===== src/rtl/noc_pe_interface.sv =====
// noc_pe_interface
// Network interface between a processing element and the PE port of the
// mesh switch in the same tile.
//
// Inject path: the PE payload and destination are packed into a packet
// {payload, dest_y, dest_x} at push time and buffered in a first-word-fall-
// through TX FIFO that is presented to the switch. The switch's ready is
// combinational, so TX valid/data come only from FIFO state.
//
// Eject path: the switch cannot be backpressured, so every delivered packet
// is captured into an RX FIFO. Packets arriving while the FIFO is full (and
// not being popped that cycle) are dropped and counted. Packets whose header
// does not match this tile are counted as misrouted but still stored.
//
// Ports:
//   clk, rst          clock, synchronous active-high reset
//   i_pe_valid        PE offers a packet (dest + payload)
//   i_pe_dest_x/y     destination coordinates
//   i_pe_data         payload
//   o_pe_ready        TX FIFO not full (registered state only)
//   o_sw_valid/data   TX FIFO head towards switch
//   i_sw_ready        switch accepts head this cycle
//   i_sw_valid/data   packet ejected by the switch
//   o_rx_valid/data   RX FIFO head payload towards PE
//   i_rx_ready        PE consumes RX head
//   o_rx_overflow     sticky drop flag
//   o_drop_count      dropped ejected packets (saturating)
//   o_misroute_count  ejected packets with foreign header (saturating)
//   o_tx_count        packets handed to the switch (saturating)

// Synchronous FIFO with wrap-bit pointers and a combinational head read.
// Callers gate push/pop; the FIFO itself performs whatever it is told.
//   clk, rst   clock, synchronous active-high reset (empties the FIFO)
//   push       write push_data at the tail
//   pop        advance the head
//   head_data  current head entry (valid when !empty)
//   full/empty occupancy flags from registered pointers
module noc_pe_interface_fifo #(
    parameter int WIDTH = 8,
    parameter int DEPTH = 4
) (
    input  logic             clk,
    input  logic             rst,
    input  logic             push,
    input  logic [WIDTH-1:0] push_data,
    input  logic             pop,
    output logic [WIDTH-1:0] head_data,
    output logic             full,
    output logic             empty
);

    localparam int AW = $clog2(DEPTH);
    localparam logic [AW:0] PTR_ONE = {{AW{1'b0}}, 1'b1};

    logic [WIDTH-1:0] mem [DEPTH];
    logic [AW:0]      wr_ptr;
    logic [AW:0]      rd_ptr;

    always_ff @(posedge clk) begin
        if (rst) begin
            wr_ptr <= '0;
            rd_ptr <= '0;
        end else begin
            if (push) begin
                wr_ptr <= wr_ptr + PTR_ONE;
            end
            if (pop) begin
                rd_ptr <= rd_ptr + PTR_ONE;
            end
        end
    end

    // Storage is not reset; the pointer reset alone discards contents.
    always_ff @(posedge clk) begin
        if (push && !rst) begin
            mem[wr_ptr[AW-1:0]] <= push_data;
        end
    end

    assign head_data = mem[rd_ptr[AW-1:0]];
    assign empty     = (wr_ptr == rd_ptr);
    assign full      = (wr_ptr[AW-1:0] == rd_ptr[AW-1:0]) &&
                       (wr_ptr[AW] != rd_ptr[AW]);

endmodule

module noc_pe_interface #(
    parameter int X_COORD     = 0,
    parameter int Y_COORD     = 0,
    parameter int DATA_WIDTH  = 32,
    parameter int X_SIZE      = 1,
    parameter int Y_SIZE      = 1,
    parameter int TOTAL_WIDTH = X_SIZE + Y_SIZE + DATA_WIDTH,
    parameter int TX_DEPTH    = 4,
    parameter int RX_DEPTH    = 4
) (
    input  logic                   clk,
    input  logic                   rst,

    input  logic                   i_pe_valid,
    input  logic [X_SIZE-1:0]      i_pe_dest_x,
    input  logic [Y_SIZE-1:0]      i_pe_dest_y,
    input  logic [DATA_WIDTH-1:0]  i_pe_data,
    output logic                   o_pe_ready,

    output logic                   o_sw_valid,
    output logic [TOTAL_WIDTH-1:0] o_sw_data,
    input  logic                   i_sw_ready,

    input  logic                   i_sw_valid,
    input  logic [TOTAL_WIDTH-1:0] i_sw_data,

    output logic                   o_rx_valid,
    output logic [DATA_WIDTH-1:0]  o_rx_data,
    input  logic                   i_rx_ready,

    output logic                   o_rx_overflow,
    output logic [15:0]            o_drop_count,
    output logic [15:0]            o_misroute_count,
    output logic [15:0]            o_tx_count
);

    localparam int HDR_WIDTH = X_SIZE + Y_SIZE;
    localparam logic [X_SIZE-1:0] OWN_X = X_COORD[X_SIZE-1:0];
    localparam logic [Y_SIZE-1:0] OWN_Y = Y_COORD[Y_SIZE-1:0];

    // ------------------------------------------------------------------
    // Inject path
    // ------------------------------------------------------------------
    logic                   tx_full;
    logic                   tx_empty;
    logic                   tx_push;
    logic                   tx_pop;
    logic [TOTAL_WIDTH-1:0] tx_packet;

    assign tx_packet = {i_pe_data, i_pe_dest_y, i_pe_dest_x};

    // Push is gated on the registered full flag only, so a same-cycle pop
    // never lets a push into a full FIFO.
    assign tx_push = i_pe_valid && !tx_full;
    assign tx_pop  = !tx_empty && i_sw_ready;

    noc_pe_interface_fifo #(
        .WIDTH (TOTAL_WIDTH),
        .DEPTH (TX_DEPTH)
    ) u_tx_fifo (
        .clk       (clk),
        .rst       (rst),
        .push      (tx_push),
        .push_data (tx_packet),
        .pop       (tx_pop),
        .head_data (o_sw_data),
        .full      (tx_full),
        .empty     (tx_empty)
    );

    assign o_pe_ready = !tx_full;
    assign o_sw_valid = !tx_empty;

    // ------------------------------------------------------------------
    // Eject path
    // ------------------------------------------------------------------
    logic                  rx_full;
    logic                  rx_empty;
    logic                  rx_push;
    logic                  rx_pop;
    logic                  rx_drop;
    logic                  misroute;
    logic [X_SIZE-1:0]     rx_hdr_x;
    logic [Y_SIZE-1:0]     rx_hdr_y;
    logic [DATA_WIDTH-1:0] rx_payload;

    assign rx_hdr_x   = i_sw_data[X_SIZE-1:0];
    assign rx_hdr_y   = i_sw_data[HDR_WIDTH-1:X_SIZE];
    assign rx_payload = i_sw_data[TOTAL_WIDTH-1:HDR_WIDTH];

    assign rx_pop  = !rx_empty && i_rx_ready;
    // A pop in the same cycle frees the slot, so a full FIFO still accepts.
    assign rx_push = i_sw_valid && (!rx_full || rx_pop);
    assign rx_drop = i_sw_valid && rx_full && !rx_pop;

    assign misroute = i_sw_valid && ((rx_hdr_x != OWN_X) || (rx_hdr_y != OWN_Y));

    noc_pe_interface_fifo #(
        .WIDTH (DATA_WIDTH),
        .DEPTH (RX_DEPTH)
    ) u_rx_fifo (
        .clk       (clk),
        .rst       (rst),
        .push      (rx_push),
        .push_data (rx_payload),
        .pop       (rx_pop),
        .head_data (o_rx_data),
        .full      (rx_full),
        .empty     (rx_empty)
    );

    assign o_rx_valid = !rx_empty;

    // ------------------------------------------------------------------
    // Status counters (saturating) and sticky overflow
    // ------------------------------------------------------------------
    always_ff @(posedge clk) begin
        if (rst) begin
            o_rx_overflow    <= 1'b0;
            o_drop_count     <= '0;
            o_misroute_count <= '0;
            o_tx_count       <= '0;
        end else begin
            if (rx_drop) begin
                o_rx_overflow <= 1'b1;
                if (o_drop_count != '1) begin
                    o_drop_count <= o_drop_count + 16'd1;
                end
            end
            if (misroute && (o_misroute_count != '1)) begin
                o_misroute_count <= o_misroute_count + 16'd1;
            end
            if (tx_pop && (o_tx_count != '1)) begin
                o_tx_count <= o_tx_count + 16'd1;
            end
        end
    end

endmodule

===== config.mk =====
export PLATFORM = sky130hd
export DESIGN_NAME = noc_pe_interface
export DESIGN_NICKNAME = d
export VERILOG_FILES = /design/src/rtl/noc_pe_interface.sv
export SDC_FILE = /design/constraint.sdc
export NUM_CORES = 1
export LEC_CHECK = 0
export CAP_MARGIN = 0
export CORE_UTILIZATION = 50
export DETAILED_ROUTE_END_ITERATION = 8
export GPL_ROUTABILITY_DRIVEN = 0
export PLACE_DENSITY = 0.74
export SLEW_MARGIN = 20
export SYNTH_ARGS = -nofsm -noshare
export SYNTH_HDL_FRONTEND = slang
export SYNTH_HIERARCHICAL = 1
export SYNTH_SLANG_ARGS = --single-unit

===== constraint.sdc =====
create_clock -name clk -period 9.6 [get_ports clk]
set_input_delay 1.44 -clock clk [delete_from_list [all_inputs] [get_ports clk]]
set_output_delay 1.44 -clock clk [all_outputs]
set_load 0.03 [all_outputs]

; ---- Word-level counts from Yosys, hierarchy flattened
; Memory sizes are Yosys's and may differ from the RTL's. A register that Yosys moved wholly into a read port is not among the register bits.
; Cells that the tools add are included.
[word_totals]
register_bits = 61
latch_bits = 0
ramBits = 264
romBits = 0
out_inout_bits = 118
elab_cells = 56
memories = 2
[mem_list]
columns = memory, words, word_bits, rd, rd_clocked_by_memory_dff, wr, line
row1 = u_tx_fifo.mem, 4, 34, 1, 1, 1, 55  ; logic [WIDTH-1:0] mem [DEPTH];
row2 = u_rx_fifo.mem, 4, 32, 1, 1, 1, 55
[op_classes]
addsub = 7
multipliers = 0
n_div = 0
order_cmp = 0
n_eq_ne = 9
n_shift = 0
muxes = 8
n_bitwise = 0
n_reduce_logical = 22
[op_table]
columns = cell, count
row1 = $add 16x1->16 const B, 3
row2 = $ne 16x16->1 const B, 3
row3 = $logic_and 1x1->1, 13
row4 = $add 3x1->3 const B, 4
row5 = $mux 2, 4
row6 = $eq 3x3->1, 2
row7 = $logic_not 1->1, 6
row8 = $eq 2x2->1, 2
row9 = $mux 1, 4
row10 = $logic_or 1x1->1, 2
row11 = $ne 1x1->1, 2
row12 = $reduce_and 2->1, 1

; ---- Longest topological paths before layout
; Gate-level depths: netlist of run 1.
[logic_depth]
ltp_word = 8
depth_mapped = 7
mapped_depth_nobuf = 6

; ---- Cells and area by module
; Netlist of run 1, hierarchy kept.
[by_module_without_submodules]
columns = module, n_inst, cells_each, area_each_um2, seq_area_each_um2
row1 = noc_pe_interface_fifo at u_tx_fifo, 1, 221, 5365.1, 4244.1
row2 = noc_pe_interface_fifo at u_rx_fifo, 1, 210, 5068.6, 4003.8
row3 = noc_pe_interface, 1, 314, 2632.5, 980.9

; ---- Least setup slack after synthesis of run 1
; No wires, ideal clock.
[synth_path]
path_kind = input port to flip-flop
from = input i_rx_ready
to = memory u_rx_fifo/mem[3][0] in the netlist's numbering, enable pin
setup_time_ns = 0.421
arrival_time_ns = 3.401
required_ns = 9.179
setup_slack_ns = 5.778
stages = 5
path_buffers = 1
cell_sequence = nand2b_1 > a21boi_0 > clkbuf_1 > nand2_1 > nor2_1
[synth_via]
elab_chain_len = 6
[synth_lines]
columns = element, line
row1 = "start, declared", 115  ; input logic i_rx_ready,
row2 = $logic_and 1x1->1, 177  ; assign rx_pop = !rx_empty && i_rx_ready;
row3 = $logic_or 1x1->1, 179  ; assign rx_push = i_sw_valid && (!rx_full || rx_pop);
row4 = $logic_and 1x1->1, 179
row5 = named net rx_push, 165  ; logic rx_push;
row6 = $logic_and 1x1->1, 75  ; if (push && !rst) begin
row7 = $mux 1, 75
row8 = $mux 1 (not written as such), 76  ; mem[wr_ptr[AW-1:0]] <= push_data;
row9 = "end, declared", 55
; The timed path passes the listed nets, and every way through them passes these cells.

==> results of run 1 <==
==> cell type report <==
type | count | area share, %
antenna | 1 | 0.0152
clock inverter | 18 | 1.38
clock buffer | 42 | 5.68
timing repair buffer | 205 | 12.4
tap | 330 | 2.51
sequential | 329 | 56.2
inverter | 17 | 0.388
multi-input combinational | 367 | 21.5
==> per-layer routing <==
| layer | routed length [µm] | share of wire, % | vias up |
|---|---|---|---|
| li1 | - | - | 3435 |
| met5 | 0 | 0 | - |
| met2 | 12500 | 50 | 181 |
| met1 | 10700 | 43 | 3667 |
| met3 | 1520 | 6.0 | 36 |
| met4 | 444 | 1.8 | 0 |
==> worst max-delay path, cell delays in order (launching register included) <==
cell                              delay, ns
sky130_fd_sc_hd__dfxtp_2               0.31
sky130_fd_sc_hd__buf_4                 0.51
sky130_fd_sc_hd__mux4_1                0.67
sky130_fd_sc_hd__clkdlybuf4s50_1       0.62
==> power groups by stage <==
stage               registers [mW]  clock network, mW  logic [mW]
floorplan                     1.63                  0       0.445
global placement              1.63                  0       0.652
detailed placement            1.63                  0       0.657
CTS                           1.60               1.38       0.661
global route                  1.61               1.43       0.688
finish                        1.60               1.34       0.650
==> Yosys cell counts, types with 9 or more instances <==
master                     instances  area (µm²)
sky130_fd_sc_hd__edfxtp_1        264        7930
sky130_fd_sc_hd__dfxtp_1          65        1300
sky130_fd_sc_hd__mux4_2           60        1350
sky130_fd_sc_hd__a21oi_1          39         195
sky130_fd_sc_hd__nor2_1           30         113
sky130_fd_sc_hd__nand2_1          19        71.3
sky130_fd_sc_hd__o31ai_1          18         135
sky130_fd_sc_hd__inv_1            17        63.8
sky130_fd_sc_hd__nand3_1          17        85.1
sky130_fd_sc_hd__or4_1            16         120
sky130_fd_sc_hd__nand4_1          15        93.8
sky130_fd_sc_hd__ha_1             13         163
sky130_fd_sc_hd__nor3_1           12        60.1
sky130_fd_sc_hd__or3_1            12        75.1
sky130_fd_sc_hd__clkbuf_1         11        41.3
sky130_fd_sc_hd__o21ai_0          11        55.1
sky130_fd_sc_hd__and2_1           10        62.6
sky130_fd_sc_hd__buf_2             9        45.0
sky130_fd_sc_hd__nor2b_1           9        56.3
==> worst max path at each step <==
stage / startpoint / slack (ns) / depth (start not counted) / end
after CTS: flip-flop / 5.47 / 3 / o_rx_data[19]
after global routing: flip-flop / 5.39 / 3 / o_rx_data[19]
after floorplan: i_rx_ready / 5.78 / 5 / u_rx_fifo/mem[3][0]
after detailed placement: i_rx_ready / 5.67 / 6 / u_rx_fifo/mem[2][2]
final: flip-flop / 5.54 / 3 / o_rx_data[19]
after global placement: i_rx_ready / 5.73 / 6 / u_rx_fifo/mem[0][2]
==> through the flow <==
stage               area, µm²  worst slack, ns  util [%]
floorplan               13100             5.78         -
global placement        15200             5.73      60.0
detailed placement      15200             5.67      60.0
CTS                     16400             5.47      64.6
global route            16400             5.39      64.7
finish                  16400             5.54      64.7
==> state kept, by name (all words and copies together), names as in the netlist, 16 cells and up, named ones only <==
register / cells
u_tx_fifo/mem: 136
o_drop_count: 16
o_misroute_count: 16
u_rx_fifo/mem: 128
o_tx_count: 16
==> cell families after synthesis <==
group                      share of synthesized area, %
adders and majority gates                          1.24
DFF                                                70.6
and+or+nand+nor                                    8.34
buffers and inverters                              2.46
AOI/OAI and AO/OA                                  4.20
muxes                                              12.4
xor gates and xnor gates                          0.670
==> results, run 1 <==
- The flow ran to the end, and the final reports show no timing, DRC or antenna violations.
- The clock tree root driver cell is sky130_fd_sc_hd__clkbuf_16.
- The transition time of the tightest slew-check pin is 0.873 ns.
- Summed over all failing endpoints, the final setup total negative slack is 0 ns.
- Overall power consumption after layout is estimated at 3.60 mW.
- The combinational power share is 18.1%.
- For this design the ratio of total power to cell area is 219 nW/µm².
- The startpoint of the tightest hold check path is o_rx_overflow.
- The start of the worst register-to-register path is u_rx_fifo/wr_ptr[0].
- The number of sinks on the clock net is 329.
- The maximum clock frequency is 0.246 GHz.
- The count of final max-slew check failures is 0.
- The reg-to-reg setup timing slack is 6.73 ns.
- After detailed routing, the number of remaining DRC violations is 0.
- Buffers inserted to repair hold after CTS numbered 0.
- The cell depth of the worst min-delay path is 2.
- Leaving out fill and tap cells, the most frequent cells in the layout are 264 x sky130_fd_sc_hd__edfxtp_1, 190 x sky130_fd_sc_hd__clkdlybuf4s50_1, 63 x sky130_fd_sc_hd__dfxtp_1.
- From left edge to right edge, the die measures 164 µm.
- Entering global routing, the biggest net connects 73 pins.
- The cell-internal power is 2.71 mW.
- The post-synthesis sequential area ratio is 70.6%.
- Global routing used 18.8% of the available tracks across all layers.
- The total via count in the routed design is 7319.
- The tool flagged a number of max-cap violations equal to 0.
- The area growth from synthesis to final layout is 25.7%.
- The worst min-delay path category is flip-flop to flip-flop.
- For this run, asynchronously set or reset flops after synthesis account for 0%.
- The CTS H-tree depth is 2.
- The worst ir drop on vdd is 0.153 mV.
- The share of the clock period used by the worst path after layout is 42.3%.
- Net switching is 24.6% of the power.
- The summed instance area of the synthesized netlist is 13100 µm².
- The first detailed-routing pass ran for 5 iterations.
- The met1 usage is 24.2%.
- In the synthesized netlist the dominant register cell turns out to be sky130_fd_sc_hd__edfxtp_1.
- The final critical path time including I/O delays and setup is 4.06 ns.
- The number of clock buffers inserted by TritonCTS is 35.
- The die is 164 µm tall.
- The net count of the mapped netlist is 832.
- In this run, the number of DRC markers left after iteration 0 of detailed routing was 621.
- A synthesized cell averages 17.5 µm².
- The wire length per cell after detailed routing is 19.3 µm.
- In this run the tool buffered the top-level ports with 191 buffer cells.
- The total of endpoints with negative setup slack in the final report is 0.
- The data arrival at the endpoint of the critical path is 2.62 ns.
- STA classifies the critical path startpoint as a flip-flop.
- The number of cells produced by synthesis is 745.
- The share of total power in the clock network is 37.4%.
- Once detail routing completed, the nets flagged for antenna violations numbered 0.
- The die covers 26800 µm².
- The clock transition at the registers of the reported paths is 0.06 ns.
- Counting along the longest clock path gives a buffer depth of 3.
- The region available for standard cell placement spans 25400 µm².
- Of all nets on the critical path, the largest fanout is 32.
- The number of different library cells used by synthesis comes to 58.
- The I/O pin count is 192.
- Once detailed placement completed, the half-perimeter wirelength came to 15400 µm.
- TritonCTS built the clock tree.
- The standard-cell row count is 58.
- The via density per instance is 5.59.
- The number of cell instances on the worst register-to-register path is 7.
- The net count reported at finish is 1042.
- The commonest non-fill, non-tap cell in the layout is sky130_fd_sc_hd__edfxtp_1.
- Setup repair after global routing left no endpoint under its margin.
- The initial cell density of the core is 51.4%.
- The via count of the first global-routing pass is 7218.
- Summing all flip-flop and latch instances after layout gives 9230 µm².
- The capture instance of the worst register-to-register path is u_rx_fifo/mem[0][29].
- By startpoint and endpoint, the worst setup path is classified as flip-flop to primary output.
- Once layout is complete, the cells apart from fillers number 1309.
- The layer flagged by global routing as most heavily used is met2.
- The post-CTS setup-driven buffer insertion count is 0.
- The minimum hold slack is 0.475 ns.
- The total detailed-routing wirelength is 25200 µm.
- The largest clock skew in the final design is 0.0159 ns.
- After clock tree synthesis, the repair step resized 0 gates.
- Measured against its own limit, the worst slew margin works out to 41.2%.
- The count of flip-flops with a built-in enable after synthesis is 264.
- Fill cells in the final layout number 1838.
- The clock latency on the worst-skew pair is 0.51 ns.
- The met2 track demand over resource in global routing is 31.6%.
- STA classifies the critical path endpoint as a primary output.
- Once placement completed, the tool counted placed cells totaling 1247.
- The total congestion overflow after global routing is 0.
- The Yosys step of the flow raised 6 warnings.
- Summing all multi-input logic gate instances after layout gives 3530 µm².
- The power spent charging and discharging nets is 885 µW.
- The worst endpoint required time is 8.16 ns.
- In this run the static leakage power is 5.27 nW.
- The number of antenna violations at the first check in global routing is 1.
- Per report_power, the sequential group accounts for 44.6% of the total.
- The share of post-route cells with drive strength above 1 is 15.0%.
- The wire length of the first global-routing pass is 38800 µm.
- For this run, global-route usage on met3 was measured as 4.75%.
- Counting flops and latches in the post-synthesis netlist gives 329.
- The number of failing hold endpoints at the final stage is 0.
- The end point of the worst hold path is o_rx_overflow.
Note: power is estimated with default switching activity, not from simulation.
==> inputs of run 2 (changes only) <==
==> constraint.sdc (replaced) <==
create_clock -name clk -period 4.1 [get_ports clk]
set_input_delay 0.615 -clock clk [delete_from_list [all_inputs] [get_ports clk]]
set_output_delay 0.615 -clock clk [all_outputs]
set_load 0.03 [all_outputs]
==> results, run 2 (synthesis gave the netlist of run 1 again) <==
- The global routing usage summed across all routing layers is 19.0% (+0.18 points).
- The wire length of the first global-routing pass came to 39000 µm (+0.48%).
- The via count of the first global-routing pass is 7176 (-0.58%).
- The number of flip-flops in the largest register is 136 (unchanged).
- The leakage power summed over all cells was 5.29 nW (+0.35%).
- The cell family with the largest share of critical-path delay is buffers and inverters.
- The number of clock buffers inserted by TritonCTS came to 35 (unchanged).
- The largest fanout on the critical path is 18 (-44%).
- The count of final max-slew check failures is 0 (unchanged).
- The total non-filler cell area in the finished layout is 16400 µm² (unchanged).
- The number of antenna violations at the first check in global routing is 2 (+1).
- The post-CTS setup-driven buffer insertion count was 0 (unchanged).
- The number of sinks on the clock net is 329 (unchanged).
- The worst ir drop on vdd is 0.385 mV (+150%).
- The run finished with clean final reports.
- The area used by sequential logic in the layout is 9230 µm² (unchanged).
- The total via count in the routed design came to 7320 (+0.014%).
- The max-cap check violation count is 0 (unchanged).
- The worst setup slack before clock tree synthesis is 0.990 ns (-4.68 ns).
- The placeable core area was 25400 µm² (unchanged).
- The chip height was 164 µm (unchanged).
- The I/O pin count is 192 (unchanged).
- The final HPWL from detailed placement is 15900 µm (+3.3%).
- The area of placed instances was 15300 µm² (+0.15%).
- The buffers plus inverters on the worst setup path is 2 (unchanged).
- The core utilization of the finished layout is 64.7% (unchanged).
- The CTS H-tree depth was 2 (unchanged).
- The final critical path time including I/O delays and setup is 3.37 ns.
- The data arrival at the endpoint of the critical path is 2.75 ns (+0.13 ns).
- The die width came to 164 µm (unchanged).
- The total power consumption of the routed design is 8.49 mW (+140%).
- The total die area is 26800 µm² (unchanged).
- STA classifies the critical path endpoint as a primary output.
- The initial cell density of the core is 51.4% (unchanged).
- The post-layout worst setup margin was 0.734 ns (-4.81 ns).
- The number of input and output port buffers inserted is 191 (unchanged).
- The net count reported at finish is 1044 (+0.19%).
- The area occupied by multi-input gates is 3530 µm² (unchanged).
- The total of endpoints with negative setup slack in the final report is 0 (unchanged).
- The number of failing hold endpoints at the final stage is 0 (unchanged).
- The clock tree root driver cell is sky130_fd_sc_hd__clkbuf_16.
- The count of cells resized by post-cts repair is 0 (unchanged).
- The hold buffer count at cts came to 0 (unchanged).
- The commonest non-fill, non-tap cell in the layout is sky130_fd_sc_hd__edfxtp_1.
- The via density per instance is 5.58 (-0.14%).
- The worst min-delay path category is flip-flop to flip-flop.
- The number of inserted filler cells in the final layout is 1811 (-1.5%).
- The area growth from synthesis to final layout was 25.7% (unchanged).
- The critical path goes through buf_4, mux4_2, clkdlybuf4s50_1.
- Setup repair after global routing left no endpoint under its margin.
- The clock transition at the registers of the reported paths is 0.06 ns (about the same).
- The tightest slew margin relative to the limit is 42.0% (+0.74 points).
- The number of placed cells counting well taps is 1250 (+0.24%).
- The total congestion overflow after global routing was 0 (unchanged).
- The share of post-route cells with drive strength above 1 came to 15.3% (+0.29 points).
- The areal power density over the cells is 517 nW/µm² (+140%).
- The remaining antenna violation count after routing is 0 (unchanged).
- The stage delay of the slowest cell on the critical path came to 0.72 ns (+0.05 ns).
- The number of optimization iterations in the first detailed-route pass came to 4 (-1).
- TritonCTS built the clock tree.
- The number of remaining DRC errors was 0 (unchanged).
- The total detailed-routing wirelength is 25300 µm (+0.44%).
- The slowest cell on the critical path is sky130_fd_sc_hd__dfxtp_2.
- The minimum hold slack is 0.482 ns (+0.00698 ns).
- The share of the clock period used by the worst path after layout is 82.1%.
- The worst endpoint required time came to 3.48 ns (-4.68 ns).
- The largest clock skew in the final design is 0.00905 ns (-0.00685 ns).
- The clock latency on the worst-skew pair was 0.50 ns (about the same).
- The critical path in this run is classified as flip-flop to primary output.
- The wire length per cell after detailed routing is 19.3 µm (+0.29%).
- Leaving out fill and tap cells, the most frequent cells in the layout are 264 x sky130_fd_sc_hd__edfxtp_1, 190 x sky130_fd_sc_hd__clkdlybuf4s50_1, 63 x sky130_fd_sc_hd__dfxtp_1.
- The initial detailed-routing violation count is 465 (-25%).
- The setup TNS came to 0 ns (unchanged).
- The post-route non-filler standard cell count is 1311 (+0.15%).
- The standard-cell row count is 58 (unchanged).
- The transition time of the tightest slew-check pin is 0.862 ns (-0.0110 ns).
- Timing would allow up to 0.297 GHz.
- STA classifies the critical path startpoint as a flip-flop.
- The maximum clock insertion buffer count is 3 (unchanged).
- The largest net degree at the start of global routing is 45 (-38%).
==> run 2: cell count changes in the layout (fill, tap and decap cells not counted), sizes merged <==
cell | before | now
diode | 1 | 2
buf | 15 | 17
clkbuf | 42 | 40
clkinvlp | 2 | 0
bufinv | 5 | 7
clkinv | 10 | 11
==> run 2: layout make-up <==
type | count | area share (%)
sequential | 329 | 56.2
multi-input combinational | 367 | 21.5
timing repair buffer | 207 | 12.3
clock buffer | 40 | 5.45
tap | 330 | 2.51
clock inverter | 19 | 1.63
inverter | 17 | 0.388
antenna | 2 | 0.0305
==> run 2: per-layer routing <==
metal	wire (µm)	global-route usage, %	vias up
met4	526	5.56	0
met5	0	0	-
met3	1570	4.29	36
met2	12700	31.5	206
met1	10600	25.1	3621
li1	-	-	3457
==> run 2: power by group <==
part	switching (mW)	internal, mW
registers	0.0709	3.71
logic	0.788	0.708
clock network	1.21	2.00
==> run 2: tightest hold or removal path: stages (launching register included) <==
cell,delay (ns)
sky130_fd_sc_hd__dfxtp_1,0.33
sky130_fd_sc_hd__nor2_1,0.05
sky130_fd_sc_hd__nor2_1,0.07
==> run 2: final timing paths <==
| check | from | to | slack, ns | depth (start not counted) |
|---|---|---|---|---|
| worst max-delay path | flip-flop | o_sw_data[0] | 0.73 | 3 |
| worst min-delay path | o_rx_overflow | o_rx_overflow | 0.48 | 2 |
| worst max register to register | u_rx_fifo/wr_ptr[0] | u_rx_fifo/mem[0][0] | 1.30 | 7 |
| worst min register to register | o_rx_overflow | o_rx_overflow | 0.48 | 2 |
==> inputs of run 3 (changes only) <==
==> constraint.sdc (replaced) <==
create_clock -name clk -period 3.45 [get_ports clk]
set_input_delay 0.5175 -clock clk [delete_from_list [all_inputs] [get_ports clk]]
set_output_delay 0.5175 -clock clk [all_outputs]
set_load 0.03 [all_outputs]
==> results, run 3 (synthesis gave the netlist of run 1 again) <==
- The number of cell instances on the worst register-to-register path is 8 (+1).
- The run finished with clean final reports.
- The number of remaining DRC errors was 0 (unchanged).
- The max-cap check violation count is 0 (unchanged).
- The worst min-delay path category is flip-flop to flip-flop.
- The total via count in the routed design is 7327 (+0.096%).
- The relative contribution of sequential cells to total power is 45.6% (+1.0 points).
- The tightest slew margin relative to the limit is 38.9% (-3.0 points).
- The TritonCTS clock tree is done.
- The via density per instance is 5.59 (about the same).
- For the finished layout, the period the worst path requires is 2.94 ns.
- The power spent charging and discharging nets is 2.46 mW (+19%).
- The total of endpoints with negative setup slack in the final report was 0 (unchanged).
- The total congestion overflow after global routing is 0 (unchanged).
- The total power consumption of the routed design came to 9.81 mW (+16%).
- The largest clock skew in the final design was 0.0179 ns (+0.00883 ns).
- The number of inserted filler cells in the final layout is 1801 (-0.55%).
- The cell-internal power was 7.35 mW (+14%).
- The number of optimization iterations in the first detailed-route pass is 7 (+3).
- The fraction of power spent switching nets is 25.1% (+0.77 points).
- Among all stages on the critical path, the largest delay is contributed by sky130_fd_sc_hd__clkdlybuf4s50_1.
- The initial detailed-routing violation count was 519 (+12%).
- The worst setup slack before clock tree synthesis is 0.784 ns (-0.206 ns).
- The leakage power summed over all cells was 5.25 nW (-0.83%).
- The die width was 164 µm (unchanged).
- The number of input and output port buffers inserted came to 191 (unchanged).
- The total detailed-routing wirelength is 25700 µm (+1.5%).
- The critical path is of the flip-flop to primary output type.
- The initial cell density of the core was 51.4% (unchanged).
- The post-route non-filler standard cell count was 1311 (unchanged).
- The number of clock buffers inserted by TritonCTS is 35 (unchanged).
- The combinational power share is 18.6% (+1.0 points).
- The clock transition at the registers of the reported paths was 0.06 ns (about the same).
- The net count reported at finish came to 1044 (unchanged).
- The CTS H-tree depth was 2 (unchanged).
- The commonest non-fill, non-tap cell in the layout is sky130_fd_sc_hd__edfxtp_1.
- Leaving out fill and tap cells, the most frequent cells in the layout are 264 x sky130_fd_sc_hd__edfxtp_1, 190 x sky130_fd_sc_hd__clkdlybuf4s50_1, 63 x sky130_fd_sc_hd__dfxtp_1.
- The number of failing hold endpoints at the final stage came to 0 (unchanged).
- The post-CTS setup-driven buffer insertion count is 0 (unchanged).
- The number of antenna violations at the first check in global routing is 0 (-2).
- The number of flip-flops in the largest register is 136 (unchanged).
- The count of cells resized by post-cts repair is 0 (unchanged).
- The global routing usage summed across all routing layers is 19.5% (+0.47 points).
- The remaining antenna violation count after routing is 0 (unchanged).
- The capturing element type of the critical path is a primary output.
- The wire length per cell after detailed routing came to 19.6 µm (+1.5%).
- The transition time of the tightest slew-check pin was 0.908 ns (+0.0453 ns).
- The stage delay of the slowest cell on the critical path is 0.64 ns (-0.08 ns).
- The maximum clock insertion buffer count is 3 (unchanged).
- The hold buffer count at cts is 0 (unchanged).
- Based on the critical path, the design can be clocked at up to 0.341 GHz.
- The worst endpoint required time came to 2.93 ns (-0.55 ns).
- The placeable core area was 25400 µm² (unchanged).
- The final HPWL from detailed placement is 15900 µm (+0.28%).
- The number of placed cells counting well taps came to 1250 (unchanged).
- The post-layout worst setup margin is 0.514 ns (-0.220 ns).
- The worst ir drop on vdd is 0.385 mV (about the same).
- The largest net degree at the start of global routing came to 45 (unchanged).
- The data arrival at the endpoint of the critical path is 2.42 ns (-0.33 ns).
- The share of the clock period used by the worst path after layout is 85.1%.
- The total die area is 26800 µm² (unchanged).
- The clock latency on the worst-skew pair came to 0.50 ns (about the same).
- The core utilization of the finished layout was 64.4% (-0.26 points).
- The share of total power in the clock network is 35.8% (-2.0 points).
- The area used by sequential logic in the layout is 9230 µm² (unchanged).
- The areal power density over the cells is 600 nW/µm² (+16%).
- The chip height came to 164 µm (unchanged).
- The clock tree root driver cell is sky130_fd_sc_hd__clkbuf_16.
- The standard-cell row count is 58 (unchanged).
- The share of post-route cells with drive strength above 1 came to 15.3% (-0.016 points).
- The via count of the first global-routing pass is 7383 (+2.9%).
- The cell depth of the worst min-delay path was 2 (unchanged).
- The I/O pin count came to 192 (unchanged).
- The largest fanout on the critical path was 10 (-8).
- The setup TNS is 0 ns (unchanged).
- STA classifies the critical path startpoint as a flip-flop.
- Setup repair after global routing left no endpoint under its margin.
- The area occupied by multi-input gates is 3530 µm² (unchanged).
- The count of final max-slew check failures is 0 (unchanged).
- Walking the worst path, the cells encountered are buf_4, mux4_2, clkdlybuf4s50_1.
- The number of sinks on the clock net is 329 (unchanged).
- The wire length of the first global-routing pass is 40100 µm (+2.7%).
- Relative to the synthesized area, the layout overhead comes to 25.2%.
==> run 3: changes by cell type in the layout (fill, tap and decap cells not counted) <==
| cell | previous run | this run |
|---|---|---|
| sky130_fd_sc_hd__bufinv_16 | 7 | 3 |
| sky130_fd_sc_hd__clkinvlp_4 | 0 | 3 |
| sky130_fd_sc_hd__clkinv_2 | 6 | 7 |
| sky130_fd_sc_hd__clkinv_1 | 5 | 8 |
| sky130_fd_sc_hd__clkbuf_1 | 5 | 3 |
| sky130_fd_sc_hd__buf_12 | 0 | 2 |
| sky130_fd_sc_hd__diode_2 | 2 | 1 |
| sky130_fd_sc_hd__buf_4 | 16 | 14 |
==> run 3: power by group through the flow <==
stage | Clock [mW] | Combinational, mW | Sequential [mW]
6_report | 3.51 | 1.82 | 4.48
5_1_grt | 3.75 | 1.93 | 4.49
4_1_cts | 3.60 | 1.86 | 4.48
3_5_place_dp | 0 | 1.85 | 4.56
3_3_place_gp | 0 | 1.83 | 4.55
2_1_floorplan | 0 | 1.24 | 4.55
==> run 3: metrics by stage <==
step | hold slack (ns) | cell area (µm²)
after detailed placement | 0.474 | 15300
after global routing | 0.530 | 16400
final | 0.500 | 16400
after CTS | 0.507 | 16400
after global placement | 0.460 | 15300
after floorplan | 0.530 | 13100
==> run 3: path summary, 6_finish.rpt <==
check,slack [ns],to,startpoint
setup reg to reg,0.95,u_rx_fifo/mem[2][0],u_rx_fifo/wr_ptr[0]
hold / removal,0.50,o_rx_overflow,o_rx_overflow
hold reg to reg,0.50,o_rx_overflow,o_rx_overflow
setup / recovery,0.51,o_rx_data[31],flip-flop
==> run 3: critical path: cells and delay by family, from the launching register on <==
| kind | cells | cell delay [ns] |
|---|---|---|
| buffers and inverters | 2 | 0.93 |
| flip-flops | 1 | 0.45 |
| multiplexers | 1 | 0.53 |
==> run 3: cell type report <==
| cell class | instances | share of cell area, % |
|---|---|---|
| sequential | 329 | 56.4 |
| multi-input combinational | 367 | 21.5 |
| timing repair buffer | 207 | 12.5 |
| clock buffer | 38 | 5.42 |
| tap | 330 | 2.52 |
| clock inverter | 22 | 1.14 |
| inverter | 17 | 0.390 |
| antenna | 1 | 0.0153 |
==> run 3: routing by layer <==
metal,up-vias,wire (µm),GRT usage (%)
met2,206,13000,33.0
met4,0,445,5.47
met3,30,1420,4.09
li1,3430,-,-
met1,3661,10900,25.4
met5,-,0,0
